$ cat config.mk
export PLATFORM = sky130hd
export DESIGN_NAME = awgn_rx_demod
export DESIGN_NICKNAME = d
export VERILOG_FILES = /design/src/rtl/awgn_rx_demod.sv
export SDC_FILE = /design/constraint.sdc
export NUM_CORES = 1
export LEC_CHECK = 0
export CORE_MARGIN = 2
export CORE_UTILIZATION = 57
export CTS_BUF_LIST = sky130_fd_sc_hd__clkbuf_8 sky130_fd_sc_hd__clkbuf_16
export CTS_CLUSTER_SIZE = 8
export DETAILED_ROUTE_END_ITERATION = 8
export PLACE_DENSITY = 0.94
export SYNTH_ARGS = -nofsm -noshare
export SYNTH_HDL_FRONTEND = slang
export SYNTH_SLANG_ARGS = --single-unit
$ cat constraint.sdc
create_clock -name clk -period 5.8 [get_ports clk]
set_input_delay 0.58 -clock clk [delete_from_list [all_inputs] [get_ports clk]]
set_output_delay 0.58 -clock clk [all_outputs]
set_load 0.01 [all_outputs]
$ cat src/rtl/awgn_rx_demod.sv
// BPSK-over-AWGN receive path: modulate, add noise, saturate, hard-decide, then
// track per-window bit errors to drive a GOOD/BAD channel estimate.
module awgn_rx_demod #(
  parameter logic signed [15:0] AMP      = 16'sd8192,
  parameter int                 WIN      = 64,
  parameter int                 BAD_THR  = 8,
  parameter int                 GOOD_THR = 2
) (
  input  logic               clk,
  input  logic               rst_n,
  input  logic               in_valid,
  output logic               in_ready,
  input  logic               in_bit,
  input  logic signed [15:0] noise,
  output logic               out_valid,
  input  logic               out_ready,
  output logic signed [15:0] out_sample,
  output logic               out_bit,
  output logic               out_err,
  input  logic               clr,
  output logic               est_state,
  output logic               win_done,
  output logic [31:0]        bit_cnt,
  output logic [31:0]        err_cnt
);

  localparam int DATA_W = 16;
  localparam int CNT_W  = (WIN > 1) ? $clog2(WIN) : 1;
  localparam int ERR_W  = CNT_W + 1;

  localparam logic signed [DATA_W:0] SAT_MAX  = 17'sd32767;
  localparam logic signed [DATA_W:0] SAT_MIN  = -17'sd32768;
  localparam logic [CNT_W-1:0]       WIN_LAST = CNT_W'(WIN - 1);
  localparam logic [ERR_W-1:0]       BAD_T    = ERR_W'(BAD_THR);
  localparam logic [ERR_W-1:0]       GOOD_T   = ERR_W'(GOOD_THR);

  typedef enum logic {EST_BAD = 1'b0, EST_GOOD = 1'b1} est_t;

  function automatic logic signed [DATA_W-1:0] sat_sample(input logic signed [DATA_W:0] x);
    if (x > SAT_MAX)      return 16'sh7fff;
    else if (x < SAT_MIN) return 16'sh8000;
    else                  return x[DATA_W-1:0];
  endfunction

  function automatic logic [31:0] sat_inc(input logic [31:0] c);
    return (c == 32'hFFFF_FFFF) ? c : c + 32'd1;
  endfunction

  logic                     vld_p1, vld_p2;
  logic signed [DATA_W-1:0] sum_p1, sample_p2;
  logic                     bit_p1, bit_p2, err_p2;
  logic                     s1_advance, in_fire, out_fire;
  logic signed [DATA_W-1:0] amp_sel;
  logic signed [DATA_W:0]   sum_ext;
  logic [CNT_W-1:0]         win_cnt;
  logic [ERR_W-1:0]         win_err, win_final;
  est_t                     est;

  assign s1_advance = !vld_p2 || out_ready;
  assign in_ready   = !vld_p1 || s1_advance;
  assign in_fire    = in_valid && in_ready;
  assign out_fire   = vld_p2 && out_ready;

  assign amp_sel = in_bit ? AMP : -AMP;
  assign sum_ext = $signed({amp_sel[DATA_W-1], amp_sel}) + $signed({noise[DATA_W-1], noise});

  // Stage 1: noisy symbol, saturated to the output range
  always_ff @(posedge clk or negedge rst_n) begin
    if (!rst_n) begin
      vld_p1 <= 1'b0;
      sum_p1 <= '0;
      bit_p1 <= 1'b0;
    end else if (in_ready) begin
      vld_p1 <= in_valid;
      if (in_fire) begin
        sum_p1 <= sat_sample(sum_ext);
        bit_p1 <= in_bit;
      end
    end
  end

  // Stage 2: hard decision; zero decides 1 so only the sign bit matters
  always_ff @(posedge clk or negedge rst_n) begin
    if (!rst_n) begin
      vld_p2    <= 1'b0;
      sample_p2 <= '0;
      bit_p2    <= 1'b0;
      err_p2    <= 1'b0;
    end else if (s1_advance) begin
      vld_p2 <= vld_p1;
      if (vld_p1) begin
        sample_p2 <= sum_p1;
        bit_p2    <= ~sum_p1[DATA_W-1];
        err_p2    <= ~sum_p1[DATA_W-1] ^ bit_p1;
      end
    end
  end

  assign out_valid  = vld_p2;
  assign out_sample = sample_p2;
  assign out_bit    = bit_p2;
  assign out_err    = err_p2;

  // Window tally includes the symbol transferring now, so the close sees the full count
  assign win_final = win_err + ERR_W'(err_p2);

  always_ff @(posedge clk or negedge rst_n) begin
    if (!rst_n) begin
      win_cnt  <= '0;
      win_err  <= '0;
      bit_cnt  <= '0;
      err_cnt  <= '0;
      win_done <= 1'b0;
      est      <= EST_GOOD;
    end else if (clr) begin
      win_cnt  <= '0;
      win_err  <= '0;
      bit_cnt  <= '0;
      err_cnt  <= '0;
      win_done <= 1'b0;
      est      <= EST_GOOD;
    end else begin
      win_done <= 1'b0;
      if (out_fire) begin
        bit_cnt <= sat_inc(bit_cnt);
        if (err_p2) err_cnt <= sat_inc(err_cnt);
        if (win_cnt == WIN_LAST) begin
          win_cnt  <= '0;
          win_err  <= '0;
          win_done <= 1'b1;
          case (est)
            EST_GOOD: if (win_final >= BAD_T)  est <= EST_BAD;
            EST_BAD:  if (win_final <= GOOD_T) est <= EST_GOOD;
            default:  est <= EST_GOOD;
          endcase
        end else begin
          win_cnt <= win_cnt + 1'b1;
          win_err <= win_final;
        end
      end
    end
  end

  assign est_state = est;

endmodule

After elaboration in Yosys (flattened, before gate mapping)
Cells that the tools add are included.
- register bits: 116
- bits in latches: 0
- bits of input ports: 22
- memory bits (read-only): 0
- logic and storage cells: 69
- bits in writable memories: 0
- output and inout port bits: 86
- memories kept: 0
- magnitude comparators: 4
- bitwise logic cells: 3
- shifts and indexed selects: 0
- multipliers: 0
- eq/ne operators: 5
- reductions and logical operators: 14
- mux-type cells: 25
- divide/modulo/power cells: 0
- $add $sub $neg: 5
- operator list (kind ; number):
    32-bit two-way mux ; 7
    32-bit by 1-bit adder with 32-bit output, second input constant ; 2
    32-bit equality test, second input constant ; 2
    16-bit two-way mux ; 3
    7-bit two-way mux ; 3
    6-bit two-way mux ; 3
    16-bit by 16-bit adder with 17-bit output ; 1
    17-bit by 16-bit greater-than comparator with 1-bit output, second input constant ; 1
    17-bit by 16-bit less-than comparator with 1-bit output, second input constant ; 1
    1-bit two-way mux ; 8
    2-bit AND reduction ; 4
    7-bit by 1-bit adder with 7-bit output ; 1
    7-bit by 4-bit greater-or-equal comparator with 1-bit output, second input constant ; 1
    7-bit by 2-bit less-or-equal comparator with 1-bit output, second input constant ; 1
    6-bit by 1-bit adder with 6-bit output, second input constant ; 1
    6-bit equality test, second input constant ; 1
    2-bit nonzero test ; 3
    2-bit inequality test, second input constant ; 2
    3-bit AND reduction ; 1
    1-bit logical AND ; 2
    1-bit logical NOT ; 2
    1-bit logical OR ; 2
    1-bit NOT ; 2
    1-bit case mux with 2 select lines ; 1
    1-bit XOR ; 1

Logic depth before layout (Yosys ltp)
Gate-level depths: netlist (run 1).
- depth in word-level cells: 7
- gate-level depth with buffers: 9

Worst setup path before layout (run 1)
Ideal clock, no wire load.
- path kind: in2reg
- from: input port clr
- to: register bit_cnt[6]
- setup slack: 3.455 ns
- arrival time: 2.221 ns
- stages: 6
- setup time: 0.125 ns
- path through: nand3b_1 -> or4b_2 -> nor4_4 -> buf_2 -> nor4_1 -> mux2_2
- longest elaborated chain between the ends: 2
- elaborated cells on any way between the ends: 4
- ends and longest elaborated chain (item ; RTL line ; text):
    start: declaration ; 20 ; input logic clr,
    2-bit inequality test (no line) / 2-bit nonzero test (equally long branches) ; -- ;
    2-bit AND reduction (no line) ; -- ;
    end signal: assignment ; 125 ; bit_cnt <= sat_inc(bit_cnt);
    end: declaration ; 23 ; output logic [31:0] bit_cnt,
Parallel ways exist; a longest one is shown, timed or not.
A chain may end at the register's enable or synchronous reset.

Worst setup path after layout (run 1)
- from: register bit_cnt[20]
- to: register bit_cnt[29]
- longest elaborated chain between the ends: 4
- elaborated cells on any way between the ends: 7
- ends and longest elaborated chain (item ; RTL line ; text):
    32-bit by 1-bit adder with 32-bit output ; 46 ; return (c == 32'hFFFF_FFFF) ? c : c + 32'd1;
    32-bit two-way mux ; 46 ;
    32-bit two-way mux ; 124 ; if (out_fire) begin
    32-bit two-way mux ; 115 ; end else if (clr) begin
Parallel ways exist; a longest one is shown, timed or not. The select of a mux whose other input is x is not followed.

==> qor.yml, run 1 <==
p_leak_uw: 0.003001
min_period_ns: 2.778
seq_area_mm2: 0.002904
cts_buffer_depth: 2
synth_warnings: 0
initial_utilization_pct: 58.13
synth_edf_count: 0
synth_top_area_share_pct: 48.61
hold_violations: 0
antenna_cells: 0
final_net_count: 762
syn-num-nets: 658
holdCritPathClass: "input pin to asynchronous set/reset pin"
cellPowerDensity_mw_per_mm2: 297.5
coreArea_mm2: 0.01018
cp_cell_sequence: "nand4_1, or4b_2, nor4_4, nor4_1, mux2_2"
cp_data_arrival_time_ns: 3.19
holdBufCountCts: 0
vias_per_cell: 6.267
critPathCaptureType: "register"
ir_worst_vdd_mv: 0.2421
synth_top_cell_by_area: "dfrtp_1"
fin_tns_setup_ns: 0
p_int_uw: 1683
crit_buf_inv: 0
fin_area_mm2: 0.007674
drcViolationCount: 0
firstDrtPassIters: 5
slew_violations: 0
final_cells: 880
fin_crit_sh_pct: 47.90
max_cap_violations: 0
die_w_um: 105.9
fp-row-count: 37
synthCells: 627
finalPower_uw: 2283
die_y_um: 105.9
clock-sinks: 116
grt.total_usage_pct: 29.55
worst_pin_slew_ns: 1.025
combPwrFrac_pct: 12.6
syn_area_mm2: 0.005921
grt_pass1_wl_um: 26560
synth_cell_types: 52
post-cts-setup-buffers: 0
clk_latency_ns: 0.53
cts_made_buffers: 17
sw_frac_of_total_pct: 26.27
placed_area_mm2: 0.007079
setup-violations-final: 0
slowest_delay_ns: 0.80
critPathKind: "register to register"
cts_tree: "yes"
fmax_ghz: 0.3599
io_pins: 108
dpl.hpwl_um: 10430
synth_area_per_cell_um2: 9.443
grt_max_degree: 79
cp_top_family: "simple AND/OR/NAND/NOR gates"
seqPwrFrac_pct: 40.8
yosys-top-cells-area: "dfrtp_1 (49%), o21ai_0 (5.1%), a21oi_1 (4.1%), mux2_2 (4.0%), nand2_1 (3.8%)"
seq_area_frac_synth_pct: 49.05
drt_iter0_markers: 348
root_buffer: "clkbuf_8"
slew_headroom_pct: 31.18
startpoint_type: "register"
gp_congestion: 0.9175
vias: 5515
fillers: 672
cts-resized-gates: 0
cts.clk_slew.worst_paths_ns: 0.06
drive_gt1_share_pct: 9.274
cp_data_required_time_ns: 6.21
dp.cells: 848
cp_max_fo: 25
ys_seq_elements: 116
status: "finished, final reports clean"
wl_per_cell_um: 18.02
grt_antenna_before_repair: 0
grt_setup_unrepaired: "no"
p_clk_share_pct: 46.6
overflow: 0
fin_ws_ns: 3.022
finClkSkew_ns: 0.008556
io_buffers: 107
multi_input_area_mm2: 0.002859
p_sw_uw: 599.7
dieArea_mm2: 0.01122
area_growth_pct: 29.61
place_ws_ns: 2.817
crit_slowest_cell: "nor4_4"
ant_nets: 0
grt_pass1_vias: 5526
htreeDepth: 4
synth-main-ff-cell: "dfrtp_1"
synthArstFlopShare_pct: 100.0
wl_um: 15850
[cell type report]
cell class              count  area share, %
clock inverters            15          2.348
clock buffers              17          5.397
multi-input cells         471          37.26
repair buffers            111          14.25
well taps                 136          2.218
inverters                  14         0.6848
flip-flops and latches    116          37.84
[per-stage QoR]
stage,utilization [%],hold WS [ns]
6_report,75.34,0.09310
5_1_grt,75.34,0.1538
3_5_place_dp,69.51,0.4725
4_1_cts,75.34,0.1135
3_3_place_gp,69.51,0.4602
2_1_floorplan,-,0.2844
[registers in the layout, summed over array words and instances (netlist names)]
signal / cells
bit_cnt: 32
bit_p1: 1
err_cnt: 32
est_state: 1
out_bit: 1
out_err: 1
out_sample: 16
out_valid: 1
sum_p1: 16
vld_p1: 1
win_cnt: 6
win_done: 1
win_err: 7
[power groups by stage]
stage                     clock network, µW  registers, µW  logic [µW]
final                                  1060            932         288
after floorplan                           0            948         113
after global routing                   1100            938         314
after detailed placement                  0            940         284
after CTS                              1060            930         291
after global placement                    0            936         273
[per-layer routing]
layer	wire (µm)	global-route usage, %	up-vias
met5	0	0	-
met4	513	14.38	0
met3	1042	7.541	50
met2	7941	48.94	249
met1	6357	36.21	2689
li1	-	-	2527
[Yosys cell counts (all sizes together) (3+ instances only)]
cell type  number
dfrtp         115
o21ai          61
nand2          60
nor2           54
a21oi          49
nand3          30
or3            27
clkbuf         21
mux2           21
or4            21
nand4          18
o31ai          18
inv            14
xnor2          14
nor4           10
nor2b           9
and3            8
ha              8
and4            7
nor3            7
a211oi          6
buf             5
nand2b          5
xor2            5
a22o            3
a31oi           3
nand3b          3
o2111ai         3
o211ai          3
or2             3
[placed cells by master (no fill, tap or decap), types with 4 or more instances in the layout]
cell and n:
a211oi_1 6, a21oi_1 49, and3_1 8, and4_1 6
buf_4 5, clkbuf_16 16, clkdlybuf4s50_1 105, dfrtp_1 115
ha_1 8, inv_1 14, inv_6 4, mux2_2 21
nand2_1 60, nand2b_1 5, nand3_1 30, nand4_1 17
nor2_1 54, nor2b_1 9, nor3_1 7, nor4_1 9
o21ai_0 60, o31ai_1 18, or3_1 27, or4_1 20
xnor2_1 14, xor2_1 5
[kinds of logic after synthesis]
family	count (synthesis)	share of synthesized area, %
and+or+nand+nor	267	24.20
AOI/OAI and AO/OA	154	15.09
DFF	116	49.05
buffers and inverters	40	2.663
muxes	22	4.163
xor gates and xnor gates	19	2.811
adders and majority gates	9	2.029
[path summary, 6_finish.rpt]
| kind | end | startpoint | slack, ns | cells past startpoint |
|---|---|---|---|---|
| min in group clk | sum_p1[7] | sum_p1[7] | 0.48 | 2 |
| max reg2reg | bit_cnt[29] | bit_cnt[20] | 3.02 | 5 |
| max in group asynchronous | bit_cnt[0] | rst_n | 4.45 | 2 |
| max | bit_cnt[29] | bit_cnt[20] | 3.02 | 5 |
| min reg2reg | sum_p1[7] | sum_p1[7] | 0.48 | 2 |
| min | bit_cnt[9] | rst_n | 0.09 | 1 |
(Power assumes the default switching activity.)
==> inputs of run 2 (changes only) <==
- CORE_UTILIZATION: 57 -> 48
- PLACE_DENSITY: 0.94 -> 0.85
- clock period: 5.8 -> 2.55 ns (I/O delays scaled with it)
==> run 2 against run 1 <==
  * Power up 130%
  * Via count down 0.40%
  * Register-to-register slack worse by 2.8 ns
  * Wire length down 2.5%
  * Largest power group unchanged
  * Highest routed layer unchanged
==> qor.yml, run 2 (synthesized netlist as in run 1, its figures left out) <==
gp_congestion: 0.8496  # was 0.9175
holdCritPathClass: "input pin to register"  # was input pin to asynchronous set/reset pin
ant_nets: 0  # unchanged
cts_made_buffers: 17  # unchanged
status: "finished, final reports clean"  # unchanged
multi_input_area_mm2: 0.002863  # was 0.002859 mm²
p_int_uw: 3972  # was 1683 µW
firstDrtPassIters: 8  # was 5
hold_violations: 0  # unchanged
slew_headroom_pct: 49.65  # was 31.18%
cp_cell_sequence: "and3_1, or4b_2, nor4_4, buf_4, o21ai_0, a21oi_1"  # was nand4_1, or4b_2, nor4_4, nor4_1, mux2_2
vias_per_cell: 6.016  # was 6.267
seqPwrFrac_pct: 40.2  # was 40.8%
fmax_ghz: 0.4239  # was 0.3599 GHz
cts_buffer_depth: 2  # unchanged
finalPower_uw: 5270  # was 2283 µW
fin_crit_sh_pct: 92.51  # was 47.90%
grt.total_usage_pct: 24.63  # was 29.55%
clk_latency_ns: 0.43  # was 0.53 ns
root_buffer: "clkbuf_16"  # was clkbuf_8
cp_max_fo: 12  # was 25
drive_gt1_share_pct: 11.88  # was 9.274%
final_net_count: 784  # was 762
die_w_um: 115.1  # was 105.9 µm
vias: 5493  # was 5515
cp_top_family: "simple AND/OR/NAND/NOR gates"  # unchanged
seq_area_mm2: 0.002904  # unchanged
slew_violations: 0  # unchanged
placed_area_mm2: 0.007263  # was 0.007079 mm²
cp_data_arrival_time_ns: 2.70  # was 3.19 ns
overflow: 0  # unchanged
ir_worst_vdd_mv: 0.6699  # was 0.2421 mV
antenna_cells: 0  # unchanged
wl_um: 15450  # was 15850 µm
final_common_cell: "dfrtp_1"  # unchanged
crit_slowest_cell: "or4b_2"  # was nor4_4
max_cap_violations: 0  # unchanged
area_growth_pct: 33.28  # was 29.61%
io_pins: 108  # unchanged
post-cts-setup-buffers: 0  # unchanged
p_leak_uw: 0.003125  # was 0.003001 µW
startpoint_type: "register"  # unchanged
fin_tns_setup_ns: 0  # unchanged
grt_max_degree: 65  # was 79
critPathCaptureType: "register"  # unchanged
cts.clk_slew.worst_paths_ns: 0.06  # about the same
finClkSkew_ns: 0.008835  # was 0.008556 ns
p_sw_uw: 1298  # was 599.7 µW
reg_top3: "bit_cnt x32, err_cnt x32"  # unchanged
grt_pass1_wl_um: 25520  # was 26560 µm
coreArea_mm2: 0.01201  # was 0.01018 mm²
min_period_ns: 2.359  # was 2.778 ns
htreeDepth: 4  # unchanged
combPwrFrac_pct: 12.7  # was 12.6%
slowest_delay_ns: 0.70  # was 0.80 ns
cts_tree: "yes"  # unchanged
drcViolationCount: 0  # unchanged
dpl.hpwl_um: 10820  # was 10430 µm
wl_per_cell_um: 16.92  # was 18.02 µm
setup-violations-final: 0  # unchanged
cp_data_required_time_ns: 2.89  # was 6.21 ns
sw_frac_of_total_pct: 24.63  # was 26.27%
fillers: 952  # was 672
layout_common_cells: "dfrtp_1 (115), clkdlybuf4s50_1 (105), nand2_1 (60), o21ai_0 (60), nor2_1 (54)"  # unchanged
critPathKind: "register to register"  # unchanged
initial_utilization_pct: 49.29  # was 58.13%
io_buffers: 107  # unchanged
clock-sinks: 116  # unchanged
p_clk_share_pct: 47.2  # was 46.6%
worst_pin_slew_ns: 0.7535  # was 1.025 ns
die_y_um: 115.1  # was 105.9 µm
grt_pass1_vias: 5449  # was 5526
crit_buf_inv: 1  # was 0
dieArea_mm2: 0.01324  # was 0.01122 mm²
fp-row-count: 40  # was 37
fin_area_mm2: 0.007891  # was 0.007674 mm²
grt_antenna_before_repair: 0  # unchanged
drt_iter0_markers: 446  # was 348
cellPowerDensity_mw_per_mm2: 667.9  # was 297.5 mW/mm²
grt_setup_unrepaired: "no"  # unchanged
run 2: metrics by stage:
stage | util (%) | cells | hold slack [ns] | worst slack, ns
6_report | 65.70 | 913 | 0.2540 | 0.1911
5_1_grt | 65.70 | 913 | 0.2624 | 0.07384
4_1_cts | 65.67 | 913 | 0.2321 | 0.1190
3_5_place_dp | 60.47 | 880 | 0.2480 | 0.1439
3_3_place_gp | 60.47 | 880 | 0.2423 | 0.2240
2_1_floorplan | - | 627 | -0.04059 | 0.2178
run 2: power by group through the flow:
stage | registers (µW) | logic, µW | clock network [µW]
4_1_cts | 2110 | 674 | 2510
5_1_grt | 2130 | 728 | 2600
2_1_floorplan | 2160 | 257 | 0
3_3_place_gp | 2130 | 649 | 0
6_report | 2120 | 667 | 2490
3_5_place_dp | 2140 | 668 | 0
run 2: path summary, 6_finish.rpt:
path,endpoint,startpoint,slack [ns],cells past startpoint
worst max-delay path,bit_cnt[11],bit_cnt[24],0.19,6
worst min-delay path,bit_cnt[4],clr,0.25,3
worst max register to register,bit_cnt[11],bit_cnt[24],0.19,6
worst min register to register,sum_p1[13],sum_p1[13],0.48,2
max in group asynchronous,bit_cnt[2],rst_n,1.34,3
min in group asynchronous,bit_cnt[11],rst_n,0.34,2
run 2: final cells by class:
cell class	count	share of cell area [%]
Clock buffer	17	5.391
Clock inverter	15	2.394
Inverter	14	0.6659
Multi-Input combinational cell	471	36.28
Sequential cell	116	36.80
Tap cell	147	2.331
Timing Repair Buffer	133	16.14
run 2: layer usage:
| layer | GRT usage (%) | routed length [µm] | up-vias |
|---|---|---|---|
| li1 | - | - | 2556 |
| met2 | 41.02 | 7834 | 186 |
| met1 | 29.64 | 6386 | 2719 |
| met4 | 11.16 | 339 | 0 |
| met5 | 0 | 0 | - |
| met3 | 7.275 | 892 | 32 |
run 2: what timing repair did:
item | CTS | global route
resized for setup | 0 | 1
hold buffers | 1 | 0
hold endpoints to repair | 33 | 0
endpoints found under the setup margin | 0 | 1
run 2: worst min-delay path, stage by stage:
cell,delay [ns]
buf_2,0.11
buf_4,0.20
a21oi_1,0.06
==> inputs of run 3 (changes only) <==
- CELL_PAD_IN_SITES_DETAIL_PLACEMENT: not set -> 0
- CELL_PAD_IN_SITES_GLOBAL_PLACEMENT: not set -> 1
- CORE_UTILIZATION: 48 -> 36
- PLACE_DENSITY: 0.85 -> 0.84
==> run 3 against run 2 <==
  * Combinational power grew 3%
  * Highest routed layer unchanged
  * Count of clock-buffer cells in the layout is the same
  * Global-route usage shrank 6.4 points
==> qor.yml, run 3 (synthesized netlist as in run 1, its figures left out) <==
ff2ff_setup_slack_ns: 0.12  # was 0.19 ns
fmax_ghz: 0.4112  # was 0.4239 GHz
hold_depth: 3  # unchanged
fp-row-count: 46  # was 40
cp_data_required_time_ns: 2.88  # was 2.89 ns
max_cap_violations: 0  # unchanged
overflow: 0  # unchanged
cts_buffer_depth: 2  # unchanged
grt_antenna_before_repair: 0  # unchanged
antenna_cells: 0  # unchanged
grt_pass1_vias: 5259  # was 5449
min_period_ns: 2.432  # was 2.359 ns
clock-sinks: 116  # unchanged
fin_tns_setup_ns: 0  # unchanged
grt.total_usage_pct: 18.20  # was 24.63%
cellPowerDensity_mw_per_mm2: 624.1  # was 667.9 mW/mm²
post-cts-setup-buffers: 0  # unchanged
fin_area_mm2: 0.007991  # was 0.007891 mm²
grt_setup_unrepaired: "no"  # unchanged
hold_violations: 0  # unchanged
slowest_delay_ns: 0.62  # was 0.70 ns
worst_hold_path.endpoint: "win_cnt[2]"  # was bit_cnt[4]
startpoint_type: "register"  # unchanged
drcViolationCount: 0  # unchanged
vias: 5374  # was 5493
wl_um: 15570  # was 15450 µm
slew_violations: 0  # unchanged
dieArea_mm2: 0.01749  # was 0.01324 mm²
drive_gt1_share_pct: 12.90  # was 11.88%
wl_per_cell_um: 15.71  # was 16.92 µm
seqPwrFrac_pct: 42.2  # was 40.2%
coreArea_mm2: 0.01600  # was 0.01201 mm²
ir_worst_vdd_mv: 0.4941  # was 0.6699 mV
worst_pin_slew_ns: 0.7112  # was 0.7535 ns
initial_utilization_pct: 37.00  # was 49.29%
cp_data_arrival_time_ns: 2.77  # was 2.70 ns
finalHoldWorstSlack_ns: 0.2137  # was 0.2540 ns
p_sw_uw: 1363  # was 1298 µW
placed_area_mm2: 0.007430  # was 0.007263 mm²
gp_congestion: 0.8707  # was 0.8496
dpl.hpwl_um: 11240  # was 10820 µm
critPathCaptureType: "register"  # unchanged
grt_max_degree: 70  # was 65
crit_slowest_cell: "or4b_1"  # was or4b_2
drt_iter0_markers: 328  # was 446
r2r_start: "err_cnt[6]"  # was bit_cnt[24]
fin_ws_ns: 0.1181  # was 0.1911 ns
finClkSkew_ns: 0.009999  # was 0.008835 ns
cts_tree: "yes"  # unchanged
status: "finished, final reports clean"  # unchanged
p_int_uw: 3624  # was 3972 µW
finalPower_uw: 4987  # was 5270 µW
slew_headroom_pct: 52.59  # was 49.65%
htreeDepth: 4  # unchanged
r2r_cells: 5  # was 6
combPwrFrac_pct: 13.8  # was 12.7%
vias_per_cell: 5.423  # was 6.016
firstDrtPassIters: 4  # was 8
final_net_count: 793  # was 784
die_y_um: 132.2  # was 115.1 µm
io_buffers: 107  # unchanged
io_pins: 108  # unchanged
fin_crit_sh_pct: 95.37  # was 92.51%
min_from: "clr"  # unchanged
p_leak_uw: 0.003133  # was 0.003125 µW
setup-violations-final: 0  # unchanged
clk_latency_ns: 0.42  # was 0.43 ns
r2r-end: "err_cnt[22]"  # was bit_cnt[11]
cp_max_fo: 7  # was 12
area_growth_pct: 34.97  # was 33.28%
grt_pass1_wl_um: 25990  # was 25520 µm
final_common_cell: "dfrtp_1"  # unchanged
cts.clk_slew.worst_paths_ns: 0.06  # about the same
cp_cell_sequence: "nand4_4, or4_4, or4b_1, or3_1, a21oi_1"  # was and3_1, or4b_2, nor4_4, buf_4, o21ai_0, a21oi_1
ant_nets: 0  # unchanged
place_ws_ns: 0.1083  # was 0.1439 ns
cts_made_buffers: 17  # unchanged
root_buffer: "clkbuf_16"  # unchanged
layout_common_cells: "dfrtp_1 (114), clkdlybuf4s50_1 (105), nand2_1 (60), o21ai_0 (60), nor2_1 (54)"  # was dfrtp_1 (115), clkdlybuf4s50_1 (105), nand2_1 (60), o21ai_0 (60), nor2_1 (54)
holdCritPathClass: "input pin to register"  # unchanged
critPathKind: "register to register"  # unchanged
sw_frac_of_total_pct: 27.33  # was 24.63%
reg_top3: "bit_cnt x32, err_cnt x32"  # unchanged
die_w_um: 132.2  # was 115.1 µm
p_clk_share_pct: 44.0  # was 47.2%
run 3: cell types whose count changed in the layout (fill, tap and decap cells not counted), sizes merged:
| cell | change |
|---|---|
| buf | +9 |
| clkinv | -1 |
| bufinv | -4 |
| inv | +5 |
run 3: per-layer routing:
| metal | vias to the layer above | GRT usage [%] | wire length (µm) |
|---|---|---|---|
| met5 | - | 0 | 0 |
| met4 | 0 | 5.496 | 295 |
| met3 | 28 | 5.037 | 809 |
| met2 | 129 | 30.27 | 7541 |
| met1 | 2631 | 23.18 | 6925 |
| li1 | 2586 | - | - |
run 3: critical path, delay by kind of cell (launching register included):
kind            cells  cell delay, ns
compound gates      1            0.16
flops               1            0.47
simple gates        4            1.71
run 3: worst max path at each step:
stage                           from          end  slack, ns  cells past startpoint
after global routing      err_cnt[6]  err_cnt[22]      0.007                      5
final                     err_cnt[6]  err_cnt[22]       0.12                      5
after floorplan           err_cnt[4]  err_cnt[20]       0.22                      7
after CTS                 err_cnt[5]  err_cnt[22]       0.09                      5
after global placement     out_ready  err_cnt[20]       0.19                      6
after detailed placement  err_cnt[5]  err_cnt[20]       0.11                      5
run 3: per-stage QoR:
stage | utilization, % | instances
6_report | 49.95 | 991
5_1_grt | 49.95 | 991
4_1_cts | 49.94 | 991
3_5_place_dp | 46.43 | 958
3_3_place_gp | 46.43 | 958
2_1_floorplan | - | 627
run 3: power groups by stage:
stage / sequential [µW] / clock [µW] / combinational [µW]
global placement: 2130 / 0 / 677
floorplan: 2160 / 0 / 257
detailed placement: 2140 / 0 / 691
finish: 2110 / 2200 / 686
global route: 2130 / 2340 / 757
CTS: 2110 / 2250 / 697
run 3: timing repair:
action	CTS	global route
resized for setup	0	1
hold buffers	1	0
endpoints found under the setup margin	0	2
hold endpoints to repair	22	0
run 3: final cells by class:
type	instances	area [µm²]
well taps	216	270.3
clock inverters	15	125.1
clock buffers	17	425.4
flip-flops and latches	116	2905
repair buffers	142	1354
multi-input cells	471	2859
fillers	1522	8009
inverters	14	52.55
==> RTL edit 1, RTL diff (config.mk and constraints of run 3) <==
Set the parameter `WIN` to 32 (it was 64).
--- a/src/rtl/awgn_rx_demod.sv
+++ b/src/rtl/awgn_rx_demod.sv
@@ -2,7 +2,7 @@
 // track per-window bit errors to drive a GOOD/BAD channel estimate.
 module awgn_rx_demod #(
   parameter logic signed [15:0] AMP      = 16'sd8192,
-  parameter int                 WIN      = 64,
+  parameter int                 WIN      = 32,
   parameter int                 BAD_THR  = 8,
   parameter int                 GOOD_THR = 2
 ) (
Check against the original RTL: no difference found for any inputs over 4 cycles, from zero or initial values and one cycle with rst_n low; that may be too few to reach the edited logic, so the function may still have changed.
==> RTL edit 1 against run 3 <==
- sequential cell count is 2 lower
- critical endpoint is now err_cnt[26]$_DFFE_PN0P_
- worst setup slack worse by 0.031 ns
- clock power is 2% higher
- synthesized area is 1.7% lower
- design area is 0.74% lower
- largest power group unchanged
- routed wire length is 0.13% lower
- highest routed layer unchanged
- maximum frequency is 1.3% lower
- core utilization is 0.17 points higher
- total power is 0.80% higher
- first-iteration DRC count is 24% lower
==> RTL edit 1: results (changes against run 3) <==
{| class="wikitable"
! Metric !! Value
|-
| Post-layout total power || 5.03 mW (+0.80%)
|-
| Synth area leaders || sky130_fd_sc_hd__dfrtp_1, sky130_fd_sc_hd__mux2_2, sky130_fd_sc_hd__nand2_1
|-
| Routed metal-1 wire length || 6920 µm (about the same)
|-
| Status || finished clean
|-
| Clock skew after layout || 0.00681 ns (-0.00319 ns)
|-
| Area overhead of the layout relative to synthesis || 36.3%
|-
| Transition at the pin with the smallest max-transition slack || 0.687 ns (-0.0240 ns)
|-
| Slowest cell on the critical path || sky130_fd_sc_hd__or4_4
|-
| Wire length per cell after detailed routing || 16.1 µm (+2.2%)
|-
| Post-placement cell count || 938 (-2.1%)
|-
| GR Util met2 || 0.298 (-0.00500)
|-
| Area taken by flip-flops and latches || 0.00286 mm² (-1.7%)
|-
| Routed length on met2 || 7330 µm (-2.8%)
|-
| Met1 Resource Use GR || 0.235 (+0.00328)
|-
| Compound-gate portion of the synthesized area || 0.135 (-0.0159)
|-
| Proportion of power drawn by flip-flops and latches || 0.412 (-0.010)
|-
| Global Route met3 Usage || 0.0625 (+0.0121)
|-
| Post-synthesis adder-cell area fraction || 0.0228 (+0.00250)
|-
| Fraction of layout cells with a size suffix above 1 || 0.149 (+0.0199)
|-
| Sequential fraction of the synthesis area || 0.490 (about the same)
|-
| Final HPWL from detailed placement || 11100 µm (-0.90%)
|-
| Number of iterations in the first detailed-routing pass || 5 (+1)
|-
| Filler cell count || 1473 (-3.2%)
|-
| Detailed router's first-iteration violation count || 248 (-24%)
|-
| Data arrival at the endpoint of the critical path || 2.81 ns (+0.04 ns)
|-
| Post-Synthesis Net Count || 635 (-3.5%)
|-
| Relative contribution of combinational cells to total power || 0.142 (+0.004)
|-
| Net switching power || 1.25 mW (-8.5%)
|-
| Placed inst area || 0.00737 mm² (-0.86%)
|-
| Placement-stage worst setup slack || 0.0223 ns (-0.0860 ns)
|-
| Netlist Area Pre-Place || 0.00582 mm² (-1.7%)
|-
| Clock network contribution to total cell area || 0.0697 (+0.000826)
|-
| Number of distinct library cell variants in the gate-level netlist after synthesis || 53 (+1.9%)
|-
| Largest net degree at the start of global routing || 52 (-26%)
|-
| Routability cong. || 0.869 (-0.22%)
|-
| Clock sink count || 114 (-1.7%)
|}
[RTL edit 1: cell count changes in the layout (fill, tap and decap cells not counted), moves of 5 or more]
cell / run 3 / this run
sky130_fd_sc_hd__o21ai_0: 60 / 44
sky130_fd_sc_hd__or3_1: 27 / 14
sky130_fd_sc_hd__a21oi_1: 49 / 38
sky130_fd_sc_hd__buf_4: 33 / 43
sky130_fd_sc_hd__xnor2_1: 14 / 24
sky130_fd_sc_hd__nand3_1: 30 / 22
sky130_fd_sc_hd__nand4_1: 17 / 24
sky130_fd_sc_hd__or4_1: 20 / 13
sky130_fd_sc_hd__a2111oi_0: 0 / 5
sky130_fd_sc_hd__clkbuf_8: 0 / 5
sky130_fd_sc_hd__clkinv_4: 5 / 0
sky130_fd_sc_hd__o31ai_1: 18 / 13
[RTL edit 1: worst paths after layout]
path,startpoint,endpoint,slack [ns],depth (start not counted)
min reg2reg,sum_p1[13]$_DFFE_PN0P_,sum_p1[13]$_DFFE_PN0P_,0.47,2
max in group asynchronous,rst_n,sum_p1[2]$_DFFE_PN0P_,1.41,3
max reg2reg,err_cnt[8]$_DFFE_PN0P_,err_cnt[26]$_DFFE_PN0P_,0.09,5
min,clr,win_cnt[4]$_DFFE_PN0P_,0.28,3
max,err_cnt[8]$_DFFE_PN0P_,err_cnt[26]$_DFFE_PN0P_,0.09,5
min in group asynchronous,rst_n,win_err[5]$_DFFE_PN0P_,0.41,2
[RTL edit 1: worst reg2reg max path, cell delays in order, from the launching register on]
cell and delay, ns:
sky130_fd_sc_hd__dfrtp_1 0.41, sky130_fd_sc_hd__nand4_1 0.26, sky130_fd_sc_hd__or4_4 0.66, sky130_fd_sc_hd__or4b_4 0.58, sky130_fd_sc_hd__or3_1 0.32, sky130_fd_sc_hd__a21oi_1 0.16
==> RTL edit 2, RTL diff (settings of run 3) <==
Without the edit above. Register the output `bit_cnt` once more, without a reset; this adds one clock of latency there. The other outputs are not delayed to match.
--- a/src/rtl/awgn_rx_demod.sv
+++ b/src/rtl/awgn_rx_demod.sv
@@ -35,6 +35,8 @@
   localparam logic [ERR_W-1:0]       GOOD_T   = ERR_W'(GOOD_THR);
 
   typedef enum logic {EST_BAD = 1'b0, EST_GOOD = 1'b1} est_t;
+
+  logic [31:0] bit_cnt_s0;
 
   function automatic logic signed [DATA_W-1:0] sat_sample(input logic signed [DATA_W:0] x);
     if (x > SAT_MAX)      return 16'sh7fff;
@@ -108,21 +110,21 @@
     if (!rst_n) begin
       win_cnt  <= '0;
       win_err  <= '0;
-      bit_cnt  <= '0;
+      bit_cnt_s0 <= '0;
       err_cnt  <= '0;
       win_done <= 1'b0;
       est      <= EST_GOOD;
     end else if (clr) begin
       win_cnt  <= '0;
       win_err  <= '0;
-      bit_cnt  <= '0;
+      bit_cnt_s0 <= '0;
       err_cnt  <= '0;
       win_done <= 1'b0;
       est      <= EST_GOOD;
     end else begin
       win_done <= 1'b0;
       if (out_fire) begin
-        bit_cnt <= sat_inc(bit_cnt);
+        bit_cnt_s0 <= sat_inc(bit_cnt_s0);
         if (err_p2) err_cnt <= sat_inc(err_cnt);
         if (win_cnt == WIN_LAST) begin
           win_cnt  <= '0;
@@ -143,5 +145,9 @@
 
   assign est_state = est;
 
+  always_ff @(posedge clk) begin
+    bit_cnt <= bit_cnt_s0;
+  end
+
 endmodule
 
Check against the original RTL: not equivalent (Yosys sat finds a counterexample within 4 cycles, from zero or initial values and one cycle with rst_n low).
==> RTL edit 2 against run 3 <==
- synthesized area grew 13%
- routed wire length increased by 3.7%
- worst setup slack improved by 0.17 ns
- clock skew barely moved
- synthesized cell count grew 5.6%
- total power increased by 20%
- design area rose by 11%
- worst hold slack got worse by 0.13 ns
- sequential cell count is 32 higher
- die area up 13%
- critical endpoint is now err_cnt[27]$_DFFE_PN0P_
- highest routed layer unchanged
==> RTL edit 2: results (changes against run 3) <==
{| class="wikitable"
! Metric !! Value
|-
| Leakage component of the power || 3.56 nW (+13%)
|-
| First-pass GRT wire length || 27300 µm (+4.9%)
|-
| Worst reg-to-reg path cell count || 6 (+1)
|-
| Average instance area after synthesis || 10.1 µm² (+7.5%)
|-
| Status || finished clean
|-
| Fraction of layout cells with a size suffix above 1 || 0.140 (+0.0110)
|-
| Via count of the first global-routing pass || 5273 (+0.27%)
|-
| Post-route minimum period || 2.26 ns (-0.171 ns)
|-
| Post-layout instance count excluding filler cells || 1036 (+4.5%)
|-
| Routed length on met3 || 823 µm (+1.7%)
|-
| Routed length on met2 || 7410 µm (-1.7%)
|-
| Routability cong. || 0.824 (-5.3%)
|-
| Largest net degree at the start of global routing || 48 (-31%)
|-
| FFs w/ async S/R, synth || 0.784 (-0.216)
|-
| Clock skew after layout || 0.0100 ns (+0.0000252 ns)
|-
| Uppermost routed layer || met4
|-
| Detailed router's first-iteration violation count || 264 (-20%)
|-
| Number of nets in the layout || 825 (+4.0%)
|-
| Sequential fraction of the synthesis area || 0.528 (+0.0372)
|-
| Slowest cell on the critical path || sky130_fd_sc_hd__o31ai_2
|-
| Sink of the worst hold path || win_cnt[4]$_DFFE_PN0P_
|-
| P_int || 4.46 mW (+23%)
|-
| Average via count per standard cell || 5.36 (-1.2%)
|-
| Reg-to-reg critical path endpoint || err_cnt[27]$_DFFE_PN0P_
|-
| Highest cell delay on the worst timing path || 0.47 ns (-0.15 ns)
|-
| Met1 Resource Use GR || 0.232 (about the same)
|-
| Worst reg-to-reg setup slack || 0.29 ns (+0.17 ns)
|-
| Worst hold path depth || 2 (-1)
|-
| Number of distinct library cell variants in the gate-level netlist after synthesis || 54 (+3.8%)
|-
| XOR/XNOR Fraction of Synth Area || 0.0169 (-0.0112)
|-
| Portion of netlist area occupied by mux cells || 0.0434 (+0.00177)
|-
| Routed metal-1 wire length || 7750 µm (+12%)
|-
| Commonest cells post-synth || sky130_fd_sc_hd__dfrtp_1, sky130_fd_sc_hd__nand2_1, sky130_fd_sc_hd__o21ai_0
|-
| Final HPWL from detailed placement || 11200 µm (-0.19%)
|-
| Regs by FF count || bit_cnt (32), bit_cnt_s0 (32), err_cnt (32)
|-
| GR Util met2 || 0.267 (-0.0354)
|-
| Transition at the pin with the smallest max-transition slack || 0.569 ns (-0.142 ns)
|-
| Post-Synthesis Net Count || 693 (+5.3%)
|-
| Compound-gate portion of the synthesized area || 0.135 (-0.0157)
|-
| Overall routing resource usage || 0.171 (-0.0105)
|-
| Crit path to || err_cnt[27]$_DFFE_PN0P_
|}
RTL edit 2: cell count changes in the layout (fill, tap and decap cells not counted), moves of 7 or more:
cell                             run 3  this run
sky130_fd_sc_hd__a21oi_1            49        42
sky130_fd_sc_hd__dfxtp_1             0        32
sky130_fd_sc_hd__nor4_1              9        18
sky130_fd_sc_hd__o21ai_0            60        53
sky130_fd_sc_hd__xnor2_1            14         4
RTL edit 2: critical path, delay by kind of cell, from the launching register on:
family | cells | cell delay [ns]
AO/OA/AOI/OAI | 1 | 0.47
adder cells (fa/ha/maj) | 1 | 0.23
flip-flops | 1 | 0.42
AND/OR/NAND/NOR | 3 | 0.73
multiplexers | 1 | 0.29
RTL edit 2: power groups by stage:
stage	clock network, mW	registers (mW)	logic (mW)
finish	2.70	2.59	0.703
global route	2.87	2.62	0.782
floorplan	0	2.67	0.259
global placement	0	2.64	0.707
detailed placement	0	2.64	0.714
CTS	2.76	2.60	0.718
RTL edit 2: layout make-up:
class | instances | area (µm²)
clock buffers | 17 | 425
clock inverters | 15 | 208
inverters | 11 | 41.3
flip-flops and latches | 148 | 3540
repair buffers | 143 | 1360
well taps | 229 | 287
fillers | 1700 | 9290
multi-input cells | 473 | 2990
RTL edit 2: metrics by stage:
| stage | worst slack [ns] | instance area (µm²) | power (mW) | hold WS, ns |
|---|---|---|---|---|
| floorplan | 0.452 | 6720 | 2.93 | -0.0406 |
| global placement | 0.157 | 8190 | 3.34 | 0.290 |
| detailed placement | 0.0438 | 8190 | 3.35 | 0.299 |
| CTS | 0.226 | 8830 | 6.07 | 0.0787 |
| global route | 0.151 | 8850 | 6.27 | 0.0896 |
| finish | 0.289 | 8850 | 5.99 | 0.0871 |
